File: src/rtl/mac_pkg.sv
// Shared definitions for the pipelined multiply-accumulate engine.
// Latency: n/a (types, constants and constant functions only).
// Backpressure: n/a.
//
// Contents: default widths, overflow-mode enum, and accumulator limit helpers.
package mac_pkg;

    localparam int IN_W_DEF  = 8;
    localparam int ACC_W_DEF = 26;
    localparam int CNT_W_DEF = 8;

    typedef enum logic {
        OVF_WRAP = 1'b0,
        OVF_SAT  = 1'b1
    } ovf_mode_e;

    // Maps the integer SAT parameter onto the overflow-mode enum.
    function automatic ovf_mode_e ovf_mode(input int sat);
        return (sat != 0) ? OVF_SAT : OVF_WRAP;
    endfunction

    // Largest signed value of a w-bit accumulator; callers truncate to w bits.
    function automatic logic [127:0] acc_max(input int w);
        return (128'd1 << (w - 1)) - 128'd1;
    endfunction

    // Smallest signed value of a w-bit accumulator; the low w bits of the
    // complement of max are exactly 1000...0.
    function automatic logic [127:0] acc_min(input int w);
        return ~acc_max(w);
    endfunction

endpackage

File: src/rtl/mac_sat_add.sv
// Signed ACC_W adder with overflow detect and optional clamp to max/min.
// Latency: combinational, zero cycles.
// Backpressure: none (pure function of its inputs).
//
// Ports:
//   a, b     signed addends (ACC_W)
//   sum      wrapped or clamped result (ACC_W), depending on SAT
//   ovf_hit  the true sum does not fit in ACC_W signed bits
module mac_sat_add
    import mac_pkg::*;
#(
    parameter int ACC_W = ACC_W_DEF,
    parameter int SAT   = 1
) (
    input  logic [ACC_W-1:0] a,
    input  logic [ACC_W-1:0] b,
    output logic [ACC_W-1:0] sum,
    output logic             ovf_hit
);

    localparam ovf_mode_e        MODE  = ovf_mode(SAT);
    localparam logic [ACC_W-1:0] MAX_V = ACC_W'(acc_max(ACC_W));
    localparam logic [ACC_W-1:0] MIN_V = ACC_W'(acc_min(ACC_W));

    logic [ACC_W:0] wide;

    always_comb begin
        wide    = {a[ACC_W-1], a} + {b[ACC_W-1], b};
        // The extra bit is the true sign; disagreement with the ACC_W sign
        // bit means the result left the representable range.
        ovf_hit = wide[ACC_W] ^ wide[ACC_W-1];
        sum     = wide[ACC_W-1:0];
        if ((MODE == OVF_SAT) && ovf_hit) begin
            sum = wide[ACC_W] ? MIN_V : MAX_V;
        end
    end

endmodule

File: src/rtl/mac_pipe.sv
// Two-stage signed multiply-accumulate with first/last framing, sticky overflow and term count.
// Latency: term captured at edge N+1 is in acc after edge N+2; res and res_vld follow the same edge.
// Backpressure: none; one term per cycle is always accepted.
//
// Ports:
//   clk, rst_n           clock (rising edge), asynchronous active-low reset
//   in_vld               operands valid; qualifies in_first / in_last
//   in_first, in_last    frame start / end markers
//   in1, in2             signed operands (IN_W)
//   acc                  running accumulator (ACC_W, signed)
//   res, res_vld         frame result (held) and its one-cycle update pulse
//   ovf                  sticky overflow of the current/last frame
//   cnt                  terms accumulated in the current frame (saturating)
module mac_pipe
    import mac_pkg::*;
#(
    parameter int IN_W  = IN_W_DEF,
    parameter int ACC_W = ACC_W_DEF,
    parameter int SAT   = 1,
    parameter int CNT_W = CNT_W_DEF
) (
    input  logic             clk,
    input  logic             rst_n,
    input  logic             in_vld,
    input  logic             in_first,
    input  logic             in_last,
    input  logic [IN_W-1:0]  in1,
    input  logic [IN_W-1:0]  in2,
    output logic [ACC_W-1:0] acc,
    output logic [ACC_W-1:0] res,
    output logic             res_vld,
    output logic             ovf,
    output logic [CNT_W-1:0] cnt
);

    localparam int PW = 2 * IN_W;

    generate
        if (ACC_W < PW) begin : g_width_check
            $error("mac_pipe: ACC_W must be at least 2*IN_W");
        end
    endgenerate

    // ---------------- stage 1: multiply ----------------
    logic signed [PW-1:0] a_ext;
    logic signed [PW-1:0] b_ext;
    logic signed [PW-1:0] prod_q;
    logic                 p_vld;
    logic                 p_first;
    logic                 p_last;

    // Widening first keeps the product exact at PW bits.
    assign a_ext = PW'($signed(in1));
    assign b_ext = PW'($signed(in2));

    always_ff @(posedge clk or negedge rst_n) begin
        if (!rst_n) begin
            prod_q  <= '0;
            p_vld   <= 1'b0;
            p_first <= 1'b0;
            p_last  <= 1'b0;
        end else begin
            p_vld   <= in_vld;
            // Markers on an idle beat are dropped here so stage 2 never sees them.
            p_first <= in_vld & in_first;
            p_last  <= in_vld & in_last;
            if (in_vld) begin
                prod_q <= a_ext * b_ext;
            end
        end
    end

    // ---------------- stage 2: accumulate ----------------
    logic signed [ACC_W-1:0] ext;
    logic        [ACC_W-1:0] sum_sat;
    logic                    ovf_hit;
    logic        [ACC_W-1:0] acc_nxt;

    assign ext = ACC_W'(prod_q);

    mac_sat_add #(
        .ACC_W (ACC_W),
        .SAT   (SAT)
    ) u_add (
        .a       (acc),
        .b       (ext),
        .sum     (sum_sat),
        .ovf_hit (ovf_hit)
    );

    // A first term restarts the frame; the product always fits so no clamp.
    always_comb begin
        acc_nxt = sum_sat;
        if (p_first) begin
            acc_nxt = ext;
        end
    end

    always_ff @(posedge clk or negedge rst_n) begin
        if (!rst_n) begin
            acc     <= '0;
            res     <= '0;
            res_vld <= 1'b0;
            ovf     <= 1'b0;
            cnt     <= '0;
        end else begin
            res_vld <= p_vld & p_last;
            if (p_vld) begin
                acc <= acc_nxt;
                if (p_first) begin
                    ovf <= 1'b0;
                    cnt <= CNT_W'(1);
                end else begin
                    ovf <= ovf | ovf_hit;
                    if (cnt != {CNT_W{1'b1}}) begin
                        cnt <= cnt + 1'b1;
                    end
                end
                if (p_last) begin
                    res <= acc_nxt;
                end
            end
        end
    end

endmodule
File: config.mk
export PLATFORM = sky130hd
export DESIGN_NAME = mac_pipe
export DESIGN_NICKNAME = d
export VERILOG_FILES = /design/src/rtl/mac_pkg.sv /design/src/rtl/mac_sat_add.sv /design/src/rtl/mac_pipe.sv
export SDC_FILE = /design/constraint.sdc
export NUM_CORES = 1
export LEC_CHECK = 0
export CELL_PAD_IN_SITES_DETAIL_PLACEMENT = 0
export CELL_PAD_IN_SITES_GLOBAL_PLACEMENT = 1
export CORE_MARGIN = 1.5
export CORE_UTILIZATION = 35
export CTS_BUF_LIST = sky130_fd_sc_hd__clkbuf_8
export DETAILED_ROUTE_END_ITERATION = 12
export PLACE_DENSITY = 0.68
export SLEW_MARGIN = 20
export SYNTH_ARGS = -nofsm -noshare
export SYNTH_HDL_FRONTEND = slang
export SYNTH_SLANG_ARGS = --single-unit
File: constraint.sdc
create_clock -name clk -period 5.6 [get_ports clk]
set_input_delay 1.12 -clock clk [delete_from_list [all_inputs] [get_ports clk]]
set_output_delay 1.12 -clock clk [all_outputs]
set_load 0.1 [all_outputs]
After elaboration in Yosys (flattened, before gate mapping)
Cells that the tools add are included.
- register bits after elaboration: 81
- output and inout bits: 62
- logic and storage cells: 27
- add/subtract/negate cells: 2
- multiply operators: 1
- equal/unequal tests: 1
- mux-type cells: 6
- bitwise logic cells: 5
- reduce and logical (&&, ||, !) cells: 3
- operators with widths (kind ; number):
    26-bit two-way mux ; 3
    26-bit by 16-bit adder with 27-bit output ; 1
    8-bit by 8-bit multiplier with 16-bit output ; 1
    8-bit two-way mux ; 2
    8-bit by 1-bit adder with 8-bit output, second input constant ; 1
    8-bit inequality test, second input constant ; 1
    2-bit AND reduction ; 2
    1-bit AND ; 3
    2-bit nonzero test ; 1
    1-bit two-way mux ; 1
    1-bit bitwise OR ; 1
    1-bit XOR ; 1

Logic depth before layout (Yosys ltp)
Gate-level depths: netlist of the first run.
- word-level depth: 4
- mapped depth: 18
- gate-level depth less buffers: 18

Modules after synthesis
A second synthesis of the first run with hierarchy kept.
- cell total of the unflattened synthesis: 790
- area total of the unflattened synthesis: 7265.7 um^2
- modules (own cells, without submodules) (module ; times used ; cells an instance ; area each (um^2)):
    mac_pipe ; 1 ; 587 ; 5774.3
    mac_sat_add ; 1 ; 203 ; 1491.4

Worst setup path after synthesis of the first run
OpenSTA, ideal clock, no wires.
- path type: input to register
- start point: in in2[4]
- end point: reg prod_q[14]
- library setup time: 0.146 ns
- arrival time: 5.224 ns
- setup slack: 0.230 ns
- stages: 17
- path buffers: 0
- path through: and2_1 fa_1 inv_1 fa_1 inv_1 fa_1 inv_1 fa_1 inv_1 ha_1 o21ai_0 a21oi_1 o21ai_0 a21boi_0 o211ai_1 nand4_1 or4b_2
- longest elaborated chain between the ends: 1
- ends and longest elaborated chain (element ; line ; source):
    start, declared ; mac_pipe.sv:28 ; input logic [IN_W-1:0] in2,
    8-bit by 8-bit multiplier with 16-bit output ; mac_pipe.sv:68 ; prod_q <= a_ext * b_ext;
    end signal, assigned ; mac_pipe.sv:68 ;
    end, declared ; mac_pipe.sv:47 ; logic signed [PW-1:0] prod_q;
No other way between the ends.
A chain may end at the register's enable or synchronous reset.

Final worst setup path of the first run
- start point: in in1[3]
- end point: reg prod_q[14]
- longest elaborated chain between the ends: 1
- ends and longest elaborated chain (element ; line ; source):
    start, declared ; mac_pipe.sv:27 ; input logic [IN_W-1:0] in1,
    8-bit by 8-bit multiplier with 16-bit output ; mac_pipe.sv:68 ;
No other way between the ends.

==> impl_metrics.ini, run 1 <==
[status]
status = finished, final reports clean

[finish]
antenna_cells = 0
drive_gt1_share_pct = 11.6
register_area_um2 = 2030
final_util_pct = 44.4
final_cells = 1196
final_common_cell = inv_1
multi_input_area_um2 = 4880
fillers = 2069
most-common-layout-cells = inv_1, dfrtp_1, clkdlybuf4s50_1, nand2_1, buf_4
area_growth_pct = 23.1
layout.nets = 1054

[sta]
worstMarginPinSlew_ps = 1010
fin_hold_ws_ps = 482
post-route-period-util_pct = 96.4
setup_viol = 0
period_needed_ps = 5400
slew_headroom_pct = 32.6
final_hold_viol_count = 0
worst_slack_ps = 201
drv_slew = 0
fmax_ghz = 0.185
skew_ps = 11.2

[grt]
grt.total_usage_pct = 17.8
grt_max_degree = 60
grt_pass1_wl_um = 31400
antenna_found_initial = 0
grt_overflow = 0
grt_pass1_vias = 6300

[worst_setup_path]
critPathCaptureType = register
rr_startpoint = acc[0]$_DFFE_PN0P_
max_stage_delay_ps = 630
critPathLaunch = in1[3]
rrSetupSlack_ps = 2020
arrival_ps = 5650
crit_type = primary input to register
worstSetupStartpointType = primary input
crit_path_frequent_cell = fa_1
cp_cell_sequence = clkdlybuf4s50_1 -> buf_4 -> and2_1 -> fa_1 -> fa_1 -> fa_1 -> inv_1 -> fa_1 -> inv_1 -> ha_1 -> inv_1 -> a21oi_2 -> o21ai_2 -> a21boi_2 -> o211ai_1 -> a21oi_1 -> or4b_2
cpLargestDelayFamily = adder cells
slowest_stage = or4b_2
cp.required_ps = 5850
path_buf_inv = 5
cp_max_fo = 5

[floorplanning]
chipHeight_um = 148
core_area_um2 = 20500
dieArea_um2 = 22000
die_w_um = 148
io_pins = 83
start_util_pct = 36.1
num_rows = 52

[placed_design]
place_hpwl_um = 14800
place_ws_ps = -460
gp_congestion = 0.842
port_buffers = 82
dpl.cell_count = 1180

[cts]
root_buffer = clkbuf_8
cts_sinks = 81
clkTransAtPathRegs_ps = 80
cts_tree = done
cts.htree.levels = 3
cts_post_setup_buffers_inserted = 0
cts_buffers = 9
cts_hold_buf = 0
cts_max_path_buffers = 2
clk_latency_ps = 380

[hold_path]
holdCritPathClass = register to register
worstHoldStart = res[9]$_DFFE_PN0P_

[logic_synthesis]
synth.avg_cell_area_um2 = 9.26
ys_warn_count = 0
netlist_instances = 798
synth_edf_count = 0
synth_seq_cells = 81
async_reset_ff_share_pct = 100
yosysSeqAreaShare_pct = 27.4
syn-num-nets = 931
synth_flop_cell = dfrtp_1
yosysUniqueCellTypes = 61
synthesis.area_um2 = 7390

[route]
drcViolationCount = 0
wl_met1_um = 8660
highest_layer = met4
routed-wl-met3_um = 463
drt-pass1-iter-count = 4
dr_total_vias = 6025
wl_per_cell_um = 15.4
drt_iter0_drc = 169
ant_nets = 0
dr_wl_met2_um = 8990
wl_um = 18400
viasPerCell = 5.04

[job]
drv_cap = 0
[timing repair]
item,in CTS,in global routing
setup endpoints to repair,1,4
pin swaps,0,6
gates resized for setup,1,21
[cell families (layout without fill, tap and decap cells)]
family | count (synthesis) | in the layout | share of synthesized area (%)
and+or+nand+nor | 206 | 206 | 14.2
adders and majority gates | 112 | 112 | 24.6
muxes | 9 | 9 | 1.37
DFF | 81 | 81 | 27.4
buffers and inverters | 129 | 257 | 6.89
xor gates and xnor gates | 38 | 38 | 4.50
AOI/OAI and AO/OA | 223 | 223 | 21.0
[worst paths after layout]
check	end	depth (start not counted)
worst max register to register	res[21]$_DFFE_PN0P_	11
min in group asynchronous	acc[5]$_DFFE_PN0P_	1
max in group asynchronous	ovf$_DFFE_PN0P_	2
worst max-delay path	prod_q[14]$_DFFE_PN0P_	17
worst min register to register	res[9]$_DFFE_PN0P_	2
worst min-delay path	res[9]$_DFFE_PN0P_	2
[layer usage]
| layer | up-vias | global-route usage [%] |
|---|---|---|
| li1 | 3005 | - |
| met1 | 2913 | 23.1 |
| met2 | 88 | 30.8 |
| met3 | 19 | 2.55 |
| met4 | 0 | 5.20 |
| met5 | - | 0 |
[worst min-delay path, delay by kind of cell, from the launching register on]
family / cells / cell delay [ps]
flip-flops: 1 / 350
AO/OA/AOI/OAI: 1 / 60
AND/OR/NAND/NOR: 1 / 50
[sequential cells by signal, indices dropped and copies added, names as in the netlist]
register,count
acc,26
p_last,1
res_vld,1
res,26
cnt,8
prod_q,16
p_vld,1
ovf,1
p_first,1
[cell usage after synthesis, types with 19 or more instances]
cell type / n / area (um^2)
inv_1: 100 / 375
dfrtp_1: 81 / 2030
nand2_1: 60 / 225
o21ai_0: 60 / 300
fa_1: 56 / 1120
ha_1: 56 / 701
a21oi_1: 48 / 240
and2_1: 46 / 288
nor2_1: 39 / 146
xnor2_1: 26 / 228
a221o_1: 19 / 190
clkbuf_1: 19 / 71.3
[metrics by stage]
stage | TNS [ps] | cell area (um^2)
3_3_place_gp | -1090 | 8850
4_1_cts | 0 | 9050
6_report | 0 | 9100
2_1_floorplan | 0 | 7390
5_1_grt | -3.58 | 9100
3_5_place_dp | -1190 | 8850
[cell type report]
type | count | area share (%)
multi-input cells | 588 | 53.6
flip-flops and latches | 81 | 22.3
repair buffers | 140 | 14.1
inverters | 101 | 4.17
well taps | 270 | 3.71
clock buffers | 9 | 1.36
clock inverters | 7 | 0.784
Power of run 1 is left out: the tool's default activity adds up to more than one toggle a clock period on the data nets, which glitch-free logic cannot reach.
==> inputs of run 2 (changes only) <==
--- a/config.mk
+++ b/config.mk
@@ -5,6 +5,7 @@
 export SDC_FILE = /design/constraint.sdc
 export NUM_CORES = 1
 export LEC_CHECK = 0
+export CAP_MARGIN = 20
 export CELL_PAD_IN_SITES_DETAIL_PLACEMENT = 0
 export CELL_PAD_IN_SITES_GLOBAL_PLACEMENT = 1
 export CORE_MARGIN = 1.5
==> results of run 2 <==
Same layout as run 1: the final DEF is identical, and so are final timing and power.
Power of run 2 is left out for the same reason.
